$ cat config.mk
export PLATFORM = sky130hd
export DESIGN_NAME = writeback_router
export DESIGN_NICKNAME = d
export VERILOG_FILES = /design/src/rtl/writeback_router.sv
export SDC_FILE = /design/constraint.sdc
export NUM_CORES = 1
export LEC_CHECK = 0
export ABC_CLOCK_PERIOD_IN_PS = 2950
export CORE_ASPECT_RATIO = 0.75
export CORE_MARGIN = 8
export CORE_UTILIZATION = 50
export DETAILED_ROUTE_END_ITERATION = 16
export PLACE_DENSITY = 0.88
export SKIP_LAST_GASP = 1
export SYNTH_ARGS = -nofsm -noshare
export SYNTH_HDL_FRONTEND = slang
export SYNTH_SLANG_ARGS = --single-unit
$ cat constraint.sdc
create_clock -name clk -period 2.95 [get_ports clk]
set_input_delay 0.4425 -clock clk [delete_from_list [all_inputs] [get_ports clk]]
set_output_delay 0.4425 -clock clk [all_outputs]
set_load 0.005 [all_outputs]
$ cat src/rtl/writeback_router.sv
// Writeback router: buffers ALU results in a small FIFO and steers
// the head entry to one of NUM_DEST consumers (GPR, RAM, PC, ...).
module writeback_router #(
   parameter int DATA_W   = 32,
   parameter int NUM_DEST = 3,
   parameter int DEPTH    = 4,
   localparam int DEST_W  = (NUM_DEST <= 2) ? 1 : $clog2(NUM_DEST),
   localparam int CNT_W   = $clog2(DEPTH) + 1
) (
   input  logic                       clk,
   input  logic                       reset_n,
   input  logic                       in_valid,
   output logic                       in_ready,
   input  logic [DEST_W-1:0]          in_dest,
   input  logic [DATA_W-1:0]          in_data,
   input  logic                       flush,
   output logic [NUM_DEST-1:0]        out_valid,
   input  logic [NUM_DEST-1:0]        out_ready,
   output logic [NUM_DEST*DATA_W-1:0] out_data,
   output logic [CNT_W-1:0]           level,
   output logic [7:0]                 err_cnt
);

   localparam int PTR_W = $clog2(DEPTH);
   localparam logic [DEST_W:0] NUM_DEST_L = (DEST_W+1)'(NUM_DEST);
   localparam logic [CNT_W-1:0] FULL_L = CNT_W'(DEPTH);

   logic [DEST_W-1:0] dest_mem [DEPTH];
   logic [DATA_W-1:0] data_mem [DEPTH];

   logic [PTR_W-1:0]  wr_ptr;
   logic [PTR_W-1:0]  rd_ptr;
   logic [DEST_W-1:0] head_dest;
   logic [DATA_W-1:0] head_data;
   logic [DEST_W-1:0] push_dest;
   logic              illegal;
   logic              not_empty;
   logic              head_taken;
   logic              push;
   logic              pop;

   assign not_empty = (level != '0);
   assign in_ready  = (level != FULL_L);
   assign illegal   = ({1'b0, in_dest} >= NUM_DEST_L);
   assign push_dest = illegal ? '0 : in_dest;
   assign head_dest = dest_mem[rd_ptr];
   assign head_data = data_mem[rd_ptr];

   // Outputs are gated by level so stale storage never leaks out.
   always_comb begin
      out_valid = '0;
      out_data  = '0;
      for (int d = 0; d < NUM_DEST; d++) begin
         if (not_empty && head_dest == DEST_W'(d)) begin
            out_valid[d] = 1'b1;
            out_data[d*DATA_W +: DATA_W] = head_data;
         end
      end
   end

   assign head_taken = |(out_valid & out_ready);
   assign push = in_valid && in_ready && !flush;
   assign pop  = head_taken && !flush;

   always_ff @(posedge clk) begin
      if (push) begin
         dest_mem[wr_ptr] <= push_dest;
         data_mem[wr_ptr] <= in_data;
      end
   end

   always_ff @(posedge clk or negedge reset_n) begin
      if (!reset_n) begin
         wr_ptr <= '0;
         rd_ptr <= '0;
         level  <= '0;
      end else if (flush) begin
         wr_ptr <= '0;
         rd_ptr <= '0;
         level  <= '0;
      end else begin
         if (push) wr_ptr <= wr_ptr + 1'b1;
         if (pop)  rd_ptr <= rd_ptr + 1'b1;
         unique case ({push, pop})
            2'b10:   level <= level + 1'b1;
            2'b01:   level <= level - 1'b1;
            default: level <= level;
         endcase
      end
   end

   always_ff @(posedge clk or negedge reset_n) begin
      if (!reset_n) begin
         err_cnt <= '0;
      end else if (push && illegal && err_cnt != 8'hFF) begin
         err_cnt <= err_cnt + 8'd1;
      end
   end

endmodule
# After elaboration in Yosys (flattened, before gate mapping)
# Memory sizes are Yosys's and may differ from the RTL's.
# Index checks and enable logic that the tools add are counted.
[word_totals] output_inout_bits=111 ramBits=136 register_bits=15 input_bits=41 mem_count=2
[mem_list] name="data_mem" depth=4 word_bits=32 rd=1 rd_ports_with_merged_regs=0 wr=1 line="29" source="logic [DATA_W-1:0] data_mem [DEPTH];"
[mem_list] name="dest_mem" depth=4 word_bits=2 rd=1 rd_ports_with_merged_regs=0 wr=1 line="28" source="logic [DEST_W-1:0] dest_mem [DEPTH];"
[op_classes] order_cmp=1 eq_ne=6 n_bitwise=1 addsub=5 reduce_logical=15 n_mux=15
[ops] op="$mux 32" count=3
[ops] op="$mux 2" count=5
[ops] op="$add 8x1->8 const B" count=1
[ops] op="$logic_and 1x1->1" count=8
[ops] op="$ne 8x8->1 const B" count=1
[ops] op="$pmux 3 s2" count=1
[ops] op="$reduce_bool 3->1" count=2
[ops] op="$mux 1" count=5
[ops] op="$add 2x1->2 const B" count=2
[ops] op="$eq 2x1->1 const B" count=2
[ops] op="$eq 2x2->1 const B" count=2
[ops] op="$reduce_bool 2->1" count=2
[ops] op="$add 3x1->3 const B" count=1
[ops] op="$and 3x3->3" count=1
[ops] op="$mux 3" count=1
[ops] op="$ne 3x3->1 const B" count=1
[ops] op="$reduce_or 3->1" count=1
[ops] op="$sub 3x1->3 const B" count=1
[ops] op="$ge 2x2->1 const B" count=1
[ops] op="$logic_not 2->1" count=1
[ops] op="$logic_not 1->1" count=1

# Logic depth before layout (Yosys ltp)
# Gate-level depths: netlist (run 1).
# An unclocked memory read counts as a cell.
[depth] ltp_word=10 mapped_depth=11

# Least setup slack after synthesis (run 1)
# OpenSTA, ideal clock, no wires.
[synth_timing] path_type="register -> register" from="register rd_ptr[0]" to="register level[1]" synth_period_minus_slack_ns=2.563 path_stages_with_launch=10 t_arrival_ns=2.426 n_path_buf=2 slack_ns=0.387 cell_sequence="dfrtp_1 buf_6 mux4_2 nand2b_4 o32ai_2 buf_6 nor3b_1 fa_1 nand4b_1 o2111ai_1"
[synth_via] elab_chain_len=10
[synth_lines] element="from (decl)" line="32" source="logic [PTR_W-1:0] rd_ptr;"
[synth_lines] element="from (signal assigned)" line="83" source="if (pop) rd_ptr <= rd_ptr + 1'b1;"
[synth_lines] element="$mem_v2 4x2 (*)"
[synth_lines] element="$eq 2x1->1, or another cell as far along" line="54" source="if (not_empty && head_dest == DEST_W'(d)) begin"
[synth_lines] element="$logic_and 1x1->1" line="54"
[synth_lines] element="$mux 1" line="54"
[synth_lines] element="$and 3x3->3 (*)" line="61" source="assign head_taken = |(out_valid & out_ready);"
[synth_lines] element="$reduce_or 3->1 (*)" line="61"
[synth_lines] element="$logic_and 1x1->1 (*)" line="63" source="assign pop = head_taken && !flush;"
[synth_lines] element="$eq 2x1->1 or $eq 2x2->1 (tied branches)" line="84" source="unique case ({push, pop})"
[synth_lines] element="$pmux 3 s2" line="84"
[synth_lines] element="$mux 3" line="77" source="end else if (flush) begin"
[synth_lines] element="to (signal assigned)" line="85" source="2'b10: level <= level + 1'b1;"
[synth_lines] element="to (signal assigned)" line="86" source="2'b01: level <= level - 1'b1;"
[synth_lines] element="to (signal assigned)" line="87" source="default: level <= level;"
[synth_lines] element="to (decl)" line="20" source="output logic [CNT_W-1:0] level,"
# Every way passes the cells marked *; elsewhere a longest branch is shown, timed or not.
# A chain may end at the register's enable or synchronous reset.

# Final worst setup path (run 1)
[layout_timing] from="register rd_ptr[0]" to="output out_data[92]"
[layout_via] elab_chain_len=4
[layout_lines] element="$mem_v2 4x2"
[layout_lines] element="$eq 2x2->1" line="54"
[layout_lines] element="$logic_and 1x1->1" line="54"
[layout_lines] element="$mux 32 (*)" line="54"
[layout_lines] element="to (decl)" line="19" source="output logic [NUM_DEST*DATA_W-1:0] out_data,"
# Marks and branches as above.

==> results of run 1 <==
[path summary, 6_finish.rpt]
check                                       start                endpoint  cells after the start
max                         rd_ptr[0]$_DFFE_PN0P_            out_data[92]                      8
min                                       reset_n  err_cnt[0]$_DFFE_PN0P_                      1
max reg2reg                 rd_ptr[0]$_DFFE_PN0P_    level[1]$_DFFE_PN0P_                     10
min reg2reg                err_cnt[7]$_DFFE_PN0P_  err_cnt[7]$_DFFE_PN0P_                      1
max in group asynchronous                 reset_n   rd_ptr[0]$_DFFE_PN0P_                      1
min in group clk           err_cnt[7]$_DFFE_PN0P_  err_cnt[7]$_DFFE_PN0P_                      1
[per-stage QoR]
step	setup TNS, ps	instances	worst slack, ps
2_1_floorplan	0	377	386.9
5_1_grt	-9123	745	-204.5
4_1_cts	-6744	737	-167.0
3_3_place_gp	0	697	303.1
6_report	-2036	745	-91.89
3_5_place_dp	0	697	189.4
[state kept, by name, indices dropped and copies added (netlist names)]
| name | count |
|---|---|
| data_mem | 128 |
| dest_mem | 8 |
| err_cnt | 8 |
| level | 3 |
| rd_ptr | 2 |
| wr_ptr | 2 |
[cell families after synthesis]
family / count (synthesis) / share of synthesized area
buffers and inverters: 25 / 0.01682
flip-flops: 151 / 0.6891
XOR/XNOR: 10 / 0.01566
AND/OR/NAND/NOR: 140 / 0.1334
adder cells (fa/ha/maj): 6 / 0.01276
multiplexers: 36 / 0.1222
AO/OA/AOI/OAI: 9 / 0.01006
[final cells by class]
| type | count | area [um^2] | area share |
|---|---|---|---|
| Clock inverter | 13 | 108.9 | 0.01192 |
| Clock buffer | 18 | 429.2 | 0.04698 |
| Timing Repair Buffer | 186 | 1968 | 0.2155 |
| Inverter | 5 | 18.77 | 0.002055 |
| Sequential cell | 151 | 4462 | 0.4884 |
| Tap cell | 171 | 214.0 | 0.02342 |
| Multi-Input combinational cell | 201 | 1934 | 0.2118 |
[cell usage in the layout, fill, tap and decap left out, types with 3 or more instances in the layout]
| master | count |
|---|---|
| clkinv_2 | 5 |
| a21oi_1 | 4 |
| clkbuf_16 | 19 |
| dfrtp_1 | 13 |
| and2_1 | 97 |
| dlygate4sd2_1 | 3 |
| and3_1 | 4 |
| buf_6 | 12 |
| clkdlybuf4s50_1 | 116 |
| nand4_1 | 3 |
| xnor2_1 | 8 |
| buf_12 | 3 |
| inv_1 | 4 |
| ha_1 | 5 |
| dlymetal6s2s_1 | 30 |
| edfxtp_1 | 136 |
| mux4_2 | 33 |
| nand2_1 | 8 |
| buf_4 | 16 |
| clkinv_4 | 3 |
| and2_2 | 4 |
| nor2_1 | 5 |
[what timing repair did]
action,CTS,global route
gates resized for setup,23,41
pin swaps,1,2
endpoints found under the setup margin,98,96
cloned,3,2
setup buffers,6,6
[power by group]
part	internal, mW	switching (mW)	leakage (nW)
combinational	1.51	1.07	1.99
sequential	2.51	0.0981	1.43
clock	1.15	0.813	0.263
[critical path, stage by stage, from the launching register on]
cell	delay (ps)
dfrtp_2	380
buf_4	110
mux4_2	510
nand2b_4	180
nor2_4	110
buf_6	130
clkbuf_16	150
and2_1	120
clkdlybuf4s50_1	500
[per-layer routing]
metal | wire length (um) | GRT usage
met5 | 0 | 0
met4 | 98 | 0.05285
met3 | 1160 | 0.06398
met2 | 7891 | 0.3110
met1 | 6193 | 0.2100
==> run summary, run 1 <==
The pre-antenna-repair detailed-routing pass consisted of 5 iterations. After the first detailed-routing iteration, the DRC count stood at 206. Clock tree skew after final layout: 7.763 ps. After filler insertion, the fill cell instance count of the layout stands at 825. By instance count, the leading cell after synthesis is edfxtp_1.

The combined area of all synthesized cells was 0.006471 mm^2. Ranked by total cell area, the synthesized netlist is headed by edfxtp_1, mux4_2, and2_1. The clock net in this run drives a total of 151 sinks. The async set or reset register ratio after synthesis came out at 0.09934. Data arrives at the worst endpoint at 2600 ps. Setup repair after global routing could not meet its margin everywhere.

The final reports fail on setup timing. The H-tree was split into 4 levels. After detailed routing, the average wire length per cell comes to 20.60 um. The die covers 0.01688 mm^2. In the routed design, unresolved DRC markers number 0. Via count: 3911.

Max-cap violations in this run came to 0. For the final setup violation count, the log shows 48. The starting density of the core is 0.5059, and the number of placed I/O pins is 152. The count of final hold-check violations was 0; the fraction of the yosys area taken by sequential cells was 0.6891. The worst hold path class was input pin to asynchronous set/reset pin.

In this run the core area contains 36 standard-cell rows. The run gives 0 as the number of antenna violations at the first check in global routing. The setup path with the least slack is of type flip-flop to output port. After routing the design area is 0.009135 mm^2. For the worst setup path, the data required time is 2510 ps.

The post-detailed-route count of antenna-violating nets is 0. The largest net degree at the start of global routing is 22, and the CTS buffer count is 17. In this run the power density over the cells is 782.8 mW/mm^2. Final hold slack: 464.7 ps. In this run the static leakage power is 3.692 nW. Using the TritonRoute via totals, the vias-per-cell ratio works out to 5.250. The count of distinct cell types in the synthesized netlist came out at 40. The largest total area in the synthesized netlist belongs to edfxtp_1. The largest buffer count on any clock path was 2; the number of flops mapped to enable cells by yosys was 136. After detailed placement, the total cell area comes to 0.008282 mm^2. The Yosys step of the flow raised 0 warnings.

For the final max-slew violation count, the log shows 0. 0 antenna diodes ended up in the layout. After synthesis, the most frequently instantiated cells are edfxtp_1, and2_1, mux4_2. The final net count is 609, and the mean instance size in the synthesized netlist is 17.17 um^2. Counting I/O delays and the setup requirement, the final critical path takes 3042 ps. Measured along the x axis, the die boundary spans 147.4 um. The fraction of layout cells with a size suffix above 1 is 0.2038, and the flip-flop and latch count after synthesis is 151.

The die height is 114.5 um. The overall routing resource usage is 0.1806. The tools report the cell count after synthesis as 377. The synthesis-to-layout area growth was 41.16%; the smallest setup slack after layout was -91.89 ps. The worst setup path is captured at an output port.

The count of buffers added on input and output ports is 151. The later pin in the worst-skew pair is clocked with a latency of 410 ps. At the pin with the least slew margin, the transition time is 785.8 ps. The total wire length after detailed routing was 15340 um.

The most used flip-flop cell after synthesis is edfxtp_1. In this run the standard cell core region covers 0.01279 mm^2. The number of hold-repair buffers added at the cts stage is 0. The share of the core filled with cells is 0.7141, and the post-route total power is 7.151 mW. Of all nets on the critical path, the largest fanout is 9.

The maximum VDD drop came out at 0.5073 mV. The via count of the first global-routing pass was 4215. In this run the clock root is driven by a clkbuf_16.

The run gives 10010 um as the HPWL reported at the end of detailed placement. The logs give 0.4718 for the worst slew slack as a fraction of its limit and 0.7375 for the placer congestion estimate. The run finished, with violations left.

STA classifies the critical path startpoint as a flip-flop. For flop-to-flop paths, the worst setup slack is 150 ps. For this run, the top clock speed supported by timing is 0.3287 GHz.

TritonCTS built the clock tree. The area share of the leading cell type in the synthesized netlist was 0.6311; the number of nets in the synthesized netlist was 424. After clock tree synthesis, the clock-pin slew on the worst setup and hold paths is 60 ps.

The period utilization is 1.031, and the global-route wire length before repair is 23080 um. The leftover overflow at the end of global routing was 0.
No activity file was read; power rests on OpenSTA's default activity.
==> run 2, diff against run 1 <==
==> config.mk (replaced) <==
export PLATFORM = sky130hd
export DESIGN_NAME = writeback_router
export DESIGN_NICKNAME = d
export VERILOG_FILES = /design/src/rtl/writeback_router.sv
export SDC_FILE = /design/constraint.sdc
export NUM_CORES = 1
export LEC_CHECK = 0
export ABC_CLOCK_PERIOD_IN_PS = 2700
export CORE_ASPECT_RATIO = 0.75
export CORE_MARGIN = 8
export CORE_UTILIZATION = 45
export CTS_CLUSTER_DIAMETER = 200
export DETAILED_ROUTE_END_ITERATION = 16
export PLACE_DENSITY = 0.84
export SYNTH_ARGS = -nofsm -noshare
export SYNTH_HDL_FRONTEND = slang
export SYNTH_SLANG_ARGS = --single-unit
==> constraint.sdc (replaced) <==
create_clock -name clk -period 2.7 [get_ports clk]
set_input_delay 0.405 -clock clk [delete_from_list [all_inputs] [get_ports clk]]
set_output_delay 0.405 -clock clk [all_outputs]
set_load 0.005 [all_outputs]
==> run 2 against run 1 <==
Net effect: the flow still finishes with violations (setup timing); critical path depth shrank 2; sequential share of layout area decreased by 0.72 points; setup slack got worse by 160 ps; sequential power up 9.2%; non-clock buffer count increased by 8; combinational power up 15%; clock power rose by 11%; power increased by 12%; critical path type unchanged; largest power group is now combinational logic.
==> run summary, run 2 (same netlist as run 1, synthesis figures left out) <==
The run gives 0 as the post-detailed-route count of antenna-violating nets. Final setup violation count: 67. At the end of the flow, the number of nets in the layout was 617. The signal on the critical path passes through mux4_2 > or2_4 > nor2_4 > buf_12 > and2_1 > clkdlybuf4s50_1. For the die area, the log shows 0.01851 mm^2.

The proportion of power drawn by flip-flops and latches is 0.356. The design internal power is 5.826 mW, and the post-route total power is 7.995 mW. The synthesis-to-layout area growth came out at 43.29%.

The most flop-heavy register was data_mem. The share of power burned in combinational logic is 0.372, and the worst reg-to-reg setup slack is 20 ps. Setup total negative slack on the finished layout was measured at -10440 ps.

Timing analysis after detailed placement gives a worst setup slack of 43.94 ps. The flow ran to the end, but the final reports show violations. After clock tree synthesis, the flow added hold-fix buffers numbering 0.

The largest net degree at the start of global routing is 21, and the critical path depth is 6. Summing all flip-flop and latch instances after layout gives 0.004462 mm^2. The part of the total power dissipated in the clock network is 0.272.

The tools report the worst slew slack as a fraction of its limit as 0.5072. Detail-routed via count per cell: 5.165. For the final max-slew violation count, the log shows 0.

Setup repair after global routing could not meet its margin everywhere. The cell depth of the worst flop-to-flop path works out to 10. On the critical path the largest part of the delay comes from buffers and inverters. Data on the critical path is required at its endpoint by 2300 ps. After detailed routing, the average wire length per cell comes to 19.95 um. Subtracting the final worst setup slack from the clock period gives 2950 ps.

The total wire length after detailed routing was 15220 um; the depth of the CTS H-tree was 4. The tools report the destination of the critical timing path as out_data[29]. For the number of antenna violations at the first check in global routing, the log shows 0. The tools report the arrival time of data at the critical path endpoint as 2550 ps.

The run gives 0 as the remaining routing DRC violations. The worst register-to-register path ends at level[2]$_DFFE_PN0P_. The number of placement rows is 38, and the slew at the pin closest to its max-slew limit is 737.0 ps. The kind of end point of the critical path is an output port. The tools report the maximum operating frequency as 0.3390 GHz.

The fraction of layout cells with a size suffix above 1 is 0.2967. The overall routing resource usage was 0.1671. The slowest stage cell on the critical path is mux4_2.

Fill cells in the final layout number 1013. The die is 119.9 um tall. The reported net switching power was 2.169 mW.

After legalization and detailed placement, the total HPWL measured 9985 um. The min-delay analysis places its worst path in the category input pin to asynchronous set/reset pin. Across the VDD grid, the largest voltage drop is 0.5046 mV. Buffers inserted during clock tree synthesis total 17. The critical path starts at rd_ptr[0]$_DFFE_PN0P_.

The checks that failed: setup timing. The proportion of total power due to net switching is 0.2713. The quantity of I/O buffers inserted on ports was 151. In this run the worst path has a maximum fanout of 16. The logs give 4198 for the via count of the first global-routing pass and 0 for the max capacitance violation total.

The total area inside the core boundary comes to 0.01426 mm^2. The run gives 0 as the count of final hold-check violations. For this design the ratio of total power to cell area is 862.2 mW/mm^2.

In this run the horizontal extent of the chip is 154.5 um. For this design the static power due to leakage is 3.866 nW. The logs give 0.6501 for the share of the core filled with cells and 2 for the largest buffer count on any clock path. The worst setup path is of the flip-flop to output port kind.

The count of antenna diodes in the layout is 0. At the end of routability-driven placement, the weighted congestion stood at 0.7500. The first routing iteration left 207 violations. On the final layout, the worst hold slack is 425.8 ps. The period utilization works out to 1.093. Clock latency of the later-clocked register in the worst-skew pair: 420 ps.

TritonCTS built the clock tree. The run gives 5.726 ps as the clock tree skew after final layout. The pre-antenna-repair detailed-routing pass consisted of 4 iterations. The first global-routing pass estimated 23250 um of wire.

The largest registers in the layout are data_mem (128), dest_mem (8), err_cnt (8). The tools report the clock root buffer master as clkbuf_16. The run gives 3941 as the via count.

In the final layout, the multi-input gates occupy 0.001998 mm^2. After clock tree synthesis, the clock-pin slew on the worst setup and hold paths is 60 ps. The register with the most flip-flops in the layout has 128 of them. For the smallest setup slack after layout, the log shows -250.2 ps.

The worst setup path is launched from a flip-flop. The library cells used most frequently in the layout, excluding fill and tap cells, are edfxtp_1, clkdlybuf4s50_1, and2_1. The largest single stage delay on the critical path is 510 ps. Leaving out fill and tap cells, the most frequent cell in the layout is edfxtp_1. In this run the count of I/O pins placed on the die edge is 152. The tools report the leftover overflow at the end of global routing as 0. Startpoint of the most critical register-to-register path: rd_ptr[0]$_DFFE_PN0P_. The critical path contains buffers and inverters numbering 2 combined.

The logs give 0.4537 for the starting density of the core and 151 for the count of clock tree sinks.
[run 2: cell count changes in the layout (fill, tap and decap cells not counted), moves of 2 or more]
cell	previous run	this run
clkbuf_1	1	3
buf_2	0	12
buf_8	2	5
and2_4	0	22
clkdlybuf4s50_1	116	85
clkinv_4	3	0
and2_1	97	75
buf_4	16	21
clkinv_1	1	4
buf_6	12	32
clkbuf_16	19	17
[run 2: per-layer routing]
layer | vias to the layer above | GRT usage | routed length, um
met2 | 150 | 0.2847 | 7595
met3 | 27 | 0.06501 | 1146
met5 | - | 0 | 0
met4 | 0 | 0.06654 | 387
met1 | 1957 | 0.1871 | 6090
li1 | 1807 | - | -
[run 2: worst register-to-register path: stages, from the launching register on]
cell     delay (ps)
dfrtp_2         390
mux4_2          530
buf_6           150
mux2i_1         290
o32ai_2         160
nor3b_2         190
fa_1            430
a21oi_1         130
nor2_1           50
o21ai_0         160
nand2_1          80
[run 2: worst min path at each step]
stage | to | slack, ps | cells after the start
2_1_floorplan | err_cnt[0]$_DFFE_PN0P_ | 110 | 0
3_3_place_gp | err_cnt[6]$_DFFE_PN0P_ | 480 | 1
3_5_place_dp | err_cnt[6]$_DFFE_PN0P_ | 490 | 1
4_1_cts | level[1]$_DFFE_PN0P_ | 450 | 1
5_1_grt | level[1]$_DFFE_PN0P_ | 480 | 1
6_report | level[1]$_DFFE_PN0P_ | 430 | 1
[run 2: per-stage QoR]
| stage | instance area, um^2 | cells |
|---|---|---|
| after global routing | 9273 | 763 |
| after floorplan | 6471 | 377 |
| after CTS | 9117 | 760 |
| final | 9273 | 763 |
| after detailed placement | 8298 | 710 |
| after global placement | 8298 | 710 |
[run 2: repair_timing]
item,CTS,global route
setup endpoints to repair,99,101
setup buffers,15,3
pin swaps,22,1
cloned,3,0
resized for setup,196,44
[run 2: power by group through the flow]
stage | Sequential (mW) | Combinational (mW) | Clock, mW
3_5_place_dp | 2.89 | 2.54 | 0
6_report | 2.85 | 2.97 | 2.17
5_1_grt | 2.87 | 3.21 | 2.31
4_1_cts | 2.85 | 2.95 | 2.22
3_3_place_gp | 2.88 | 2.46 | 0
2_1_floorplan | 2.87 | 1.29 | 0
[run 2: final cells by class]
cell class / count / share of cell area
clock buffers: 20 / 0.04709
clock inverters: 12 / 0.01187
inverters: 5 / 0.002024
multi-input cells: 201 / 0.2155
flip-flops and latches: 151 / 0.4812
well taps: 180 / 0.02429
repair buffers: 194 / 0.2181
==> run 3, diff against run 2 <==
--- a/config.mk
+++ b/config.mk
@@ -6,12 +6,14 @@
 export NUM_CORES = 1
 export LEC_CHECK = 0
 export ABC_CLOCK_PERIOD_IN_PS = 2700
+export CELL_PAD_IN_SITES_DETAIL_PLACEMENT = 1
+export CELL_PAD_IN_SITES_GLOBAL_PLACEMENT = 1
 export CORE_ASPECT_RATIO = 0.75
 export CORE_MARGIN = 8
-export CORE_UTILIZATION = 45
+export CORE_UTILIZATION = 37
 export CTS_CLUSTER_DIAMETER = 200
 export DETAILED_ROUTE_END_ITERATION = 16
-export PLACE_DENSITY = 0.84
+export PLACE_DENSITY = 0.83
 export SYNTH_ARGS = -nofsm -noshare
 export SYNTH_HDL_FRONTEND = slang
 export SYNTH_SLANG_ARGS = --single-unit
==> run 3 against run 2 <==
Net effect: the run still ends with setup timing left; sequential share of layout area shrank 2.8 points; largest power group unchanged; fmax grew 0.38%; worst hold slack gained 23 ps; power grew 12%; flip-flop and latch count is the same.
==> run summary, run 3 (same netlist as run 1, synthesis figures left out) <==
The run gives -239.1 ps as the smallest setup slack after layout. The signal on the critical path passes through mux4_2 > or2_4 > nor2_4 > buf_4 > buf_6 > buf_8 > buf_6 > and2_1 > clkbuf_2. The longest clock path from root to sink contains 2 buffers. Entering global routing, the biggest net connects 21 pins. Die height: 130.5 um. Across the whole layout, storage elements account for 0.004462 mm^2. The first routing iteration left 194 violations. The run gives 0 as the number of antenna violations at the first check in global routing. Kind of end point of the critical path: an output port. For the total wire length after detailed routing, the log shows 19460 um. After filler insertion, the fill cell instance count of the layout stands at 1636.

The leftover overflow at the end of global routing is 0. The fraction of layout cells with a size suffix above 1 was 0.5319. The logs give 0.4866 for the worst slew slack as a fraction of its limit and 0.3720 for the starting density of the core. Maximum VDD drop: 0.5373 mV.

The flow ran to the end, but the final reports show violations. The per-cell routed wire length came out at 22.81 um. The multi-input combinational cells in the finished layout cover a total of 0.002173 mm^2. The largest driver fanout on the critical path was 6; the post-detailed-route count of antenna-violating nets was 0. The die covers 0.02202 mm^2.

STA puts the critical path data arrival time at 2530 ps. In the routed design, unresolved DRC markers number 0. Max-cap violations in this run came to 0. The worst register-to-register path begins at rd_ptr[0]$_DFFE_PN0P_. Grouping stages by cell kind, the critical path spends the most delay in simple AND/OR/NAND/NOR gates. 152 I/O pins were placed. TritonCTS built the clock tree. The critical path is of the flip-flop to output port type. The number of placement rows is 42, and the post-layout minimum cycle time is 2939 ps. In the final layout, the registers with the most flip-flops are data_mem (128), dest_mem (8), err_cnt (8). The depth of the CTS H-tree is 4, and the count of clock tree sinks is 151. The quantity of I/O buffers inserted on ports was 151; the period utilization was 1.089. The clock-pin transition on the worst setup and hold timing paths was 60 ps. In this run the standard cell core region covers 0.01739 mm^2. The final reports fail on setup timing.

From left edge to right edge, the die measures 168.7 um. The run gives 0.7171 as the placer congestion estimate. The tools report the launch point of the worst path as rd_ptr[0]$_DFFE_PN0P_.

The detail-routed via count per cell is 4.916, and the peak per-stage delay on the critical path is 530 ps. The standby leakage power is 3.716 nW. data_mem holds more flip-flops than any other register. The first detailed-routing pass took 4 iterations. The count of final hold-check violations came out at 0.

The final setup violation count was 75. Synthesis-to-layout area growth: 51.99%. Among all stages on the critical path, the largest delay is contributed by mux4_2. The via count of the first global-routing pass was 4699. The tools report the category of the worst setup path launch point as a flip-flop. Power spread over the standard cell area amounts to 909.1 mW/mm^2. Static timing analysis puts the maximum clock frequency at 0.3402 GHz. The number of antenna diodes in the final layout is 0.

In this design, the critical path's most frequently occurring cell is buf_6. The final net count is 645, and the CTS buffer count is 17. The critical path contains buffers and inverters numbering 5 combined. The flip-flop count of the largest register, all copies and words added is 128. Setup repair after global routing could not meet its margin everywhere.

The worst-case setup slack after placement was -38.24 ps; the slew at the pin closest to its max-slew limit was 767.6 ps. Clock root buffer master: clkbuf_16. The data required time of the worst path came out at 2300 ps. The clock latency of the later-clocked register in the worst-skew pair came out at 410 ps.

Detailed placement finished with a half-perimeter wire length of 12010 um. The first global-routing pass estimated 28140 um of wire. The final max-slew violation count came out at 0. In the layout the commonest cells are edfxtp_1, buf_6, and2_4. The clock arrives with 7.081 ps of skew. Final sum of negative setup slack: -7839 ps.

Leaving out fill and tap cells, the most frequent cell in the layout is edfxtp_1. The min-delay analysis places its worst path in the category input pin to asynchronous set/reset pin. Via count: 4193. For the overall routing resource usage, the log shows 0.1719.
## run 3: cell types whose count changed in the layout (fill, tap and decap cells not counted), moves of 3 or more
cell | before | now
clkinv_2 | 4 | 1
and2_4 | 22 | 75
clkdlybuf4s15_1 | 0 | 4
dlymetal6s2s_1 | 31 | 0
clkbuf_1 | 3 | 0
clkbuf_2 | 1 | 12
buf_4 | 21 | 26
inv_6 | 0 | 4
clkdlybuf4s50_1 | 85 | 52
and2_1 | 75 | 22
buf_6 | 32 | 103
buf_2 | 12 | 9
## run 3: final cells by class
type                            count  area share
Clock buffer                       17     0.04325
Timing Repair Buffer              222      0.2361
Clock inverter                     15     0.01310
Multi-Input combinational cell    201      0.2210
Tap cell                          242     0.03078
Sequential cell                   151      0.4536
Inverter                            5    0.002163
## run 3: path summary, 6_finish.rpt
| kind | cells past startpoint | to | slack [ps] |
|---|---|---|---|
| max | 9 | out_data[17] | -240 |
| min | 1 | rd_ptr[1]$_DFFE_PN0P_ | 450 |
| max reg2reg | 10 | level[1]$_DFFE_PN0P_ | -10 |
| min in group clk | 1 | err_cnt[6]$_DFFE_PN0P_ | 510 |
| min reg2reg | 1 | err_cnt[6]$_DFFE_PN0P_ | 510 |
| max in group asynchronous | 1 | rd_ptr[0]$_DFFE_PN0P_ | 1720 |
## run 3: through the flow
step | util | std cells | area, um^2 | hold slack, ps | power [mW]
after floorplan | - | 377 | 6471 | 109.4 | 4.158
after global placement | 0.4840 | 776 | 8418 | 478.8 | 5.438
after detailed placement | 0.4840 | 776 | 8418 | 508.0 | 5.564
after CTS | 0.5536 | 850 | 9629 | 455.4 | 8.656
after global routing | 0.5655 | 853 | 9836 | 489.3 | 9.311
final | 0.5655 | 853 | 9836 | 448.5 | 8.941
## run 3: report_power, final
group | internal, mW | switching (mW)
Sequential | 2.74 | 0.114
Clock | 1.27 | 0.942
Combinational | 2.28 | 1.59
## run 3: what timing repair did
action / 4_1_cts / 5_1_grt
hold buffers: 0 / 0
endpoints found under the setup margin: 99 / 100
buffers inserted: 38 / 13
hold endpoints to repair: 0 / 0
gates resized for setup: 430 / 156
pin swaps: 19 / 16
cloned: 5 / 2
## run 3: metal layers
metal / global-route usage / up-vias / share of wire / wire length [um]
li1: - / 1857 / - / -
met1: 0.1981 / 2179 / 0.40 / 7716
met2: 0.3102 / 140 / 0.52 / 10170
met3: 0.04683 / 17 / 0.067 / 1305
met4: 0.05340 / 0 / 0.014 / 267
met5: 0 / - / 0 / 0
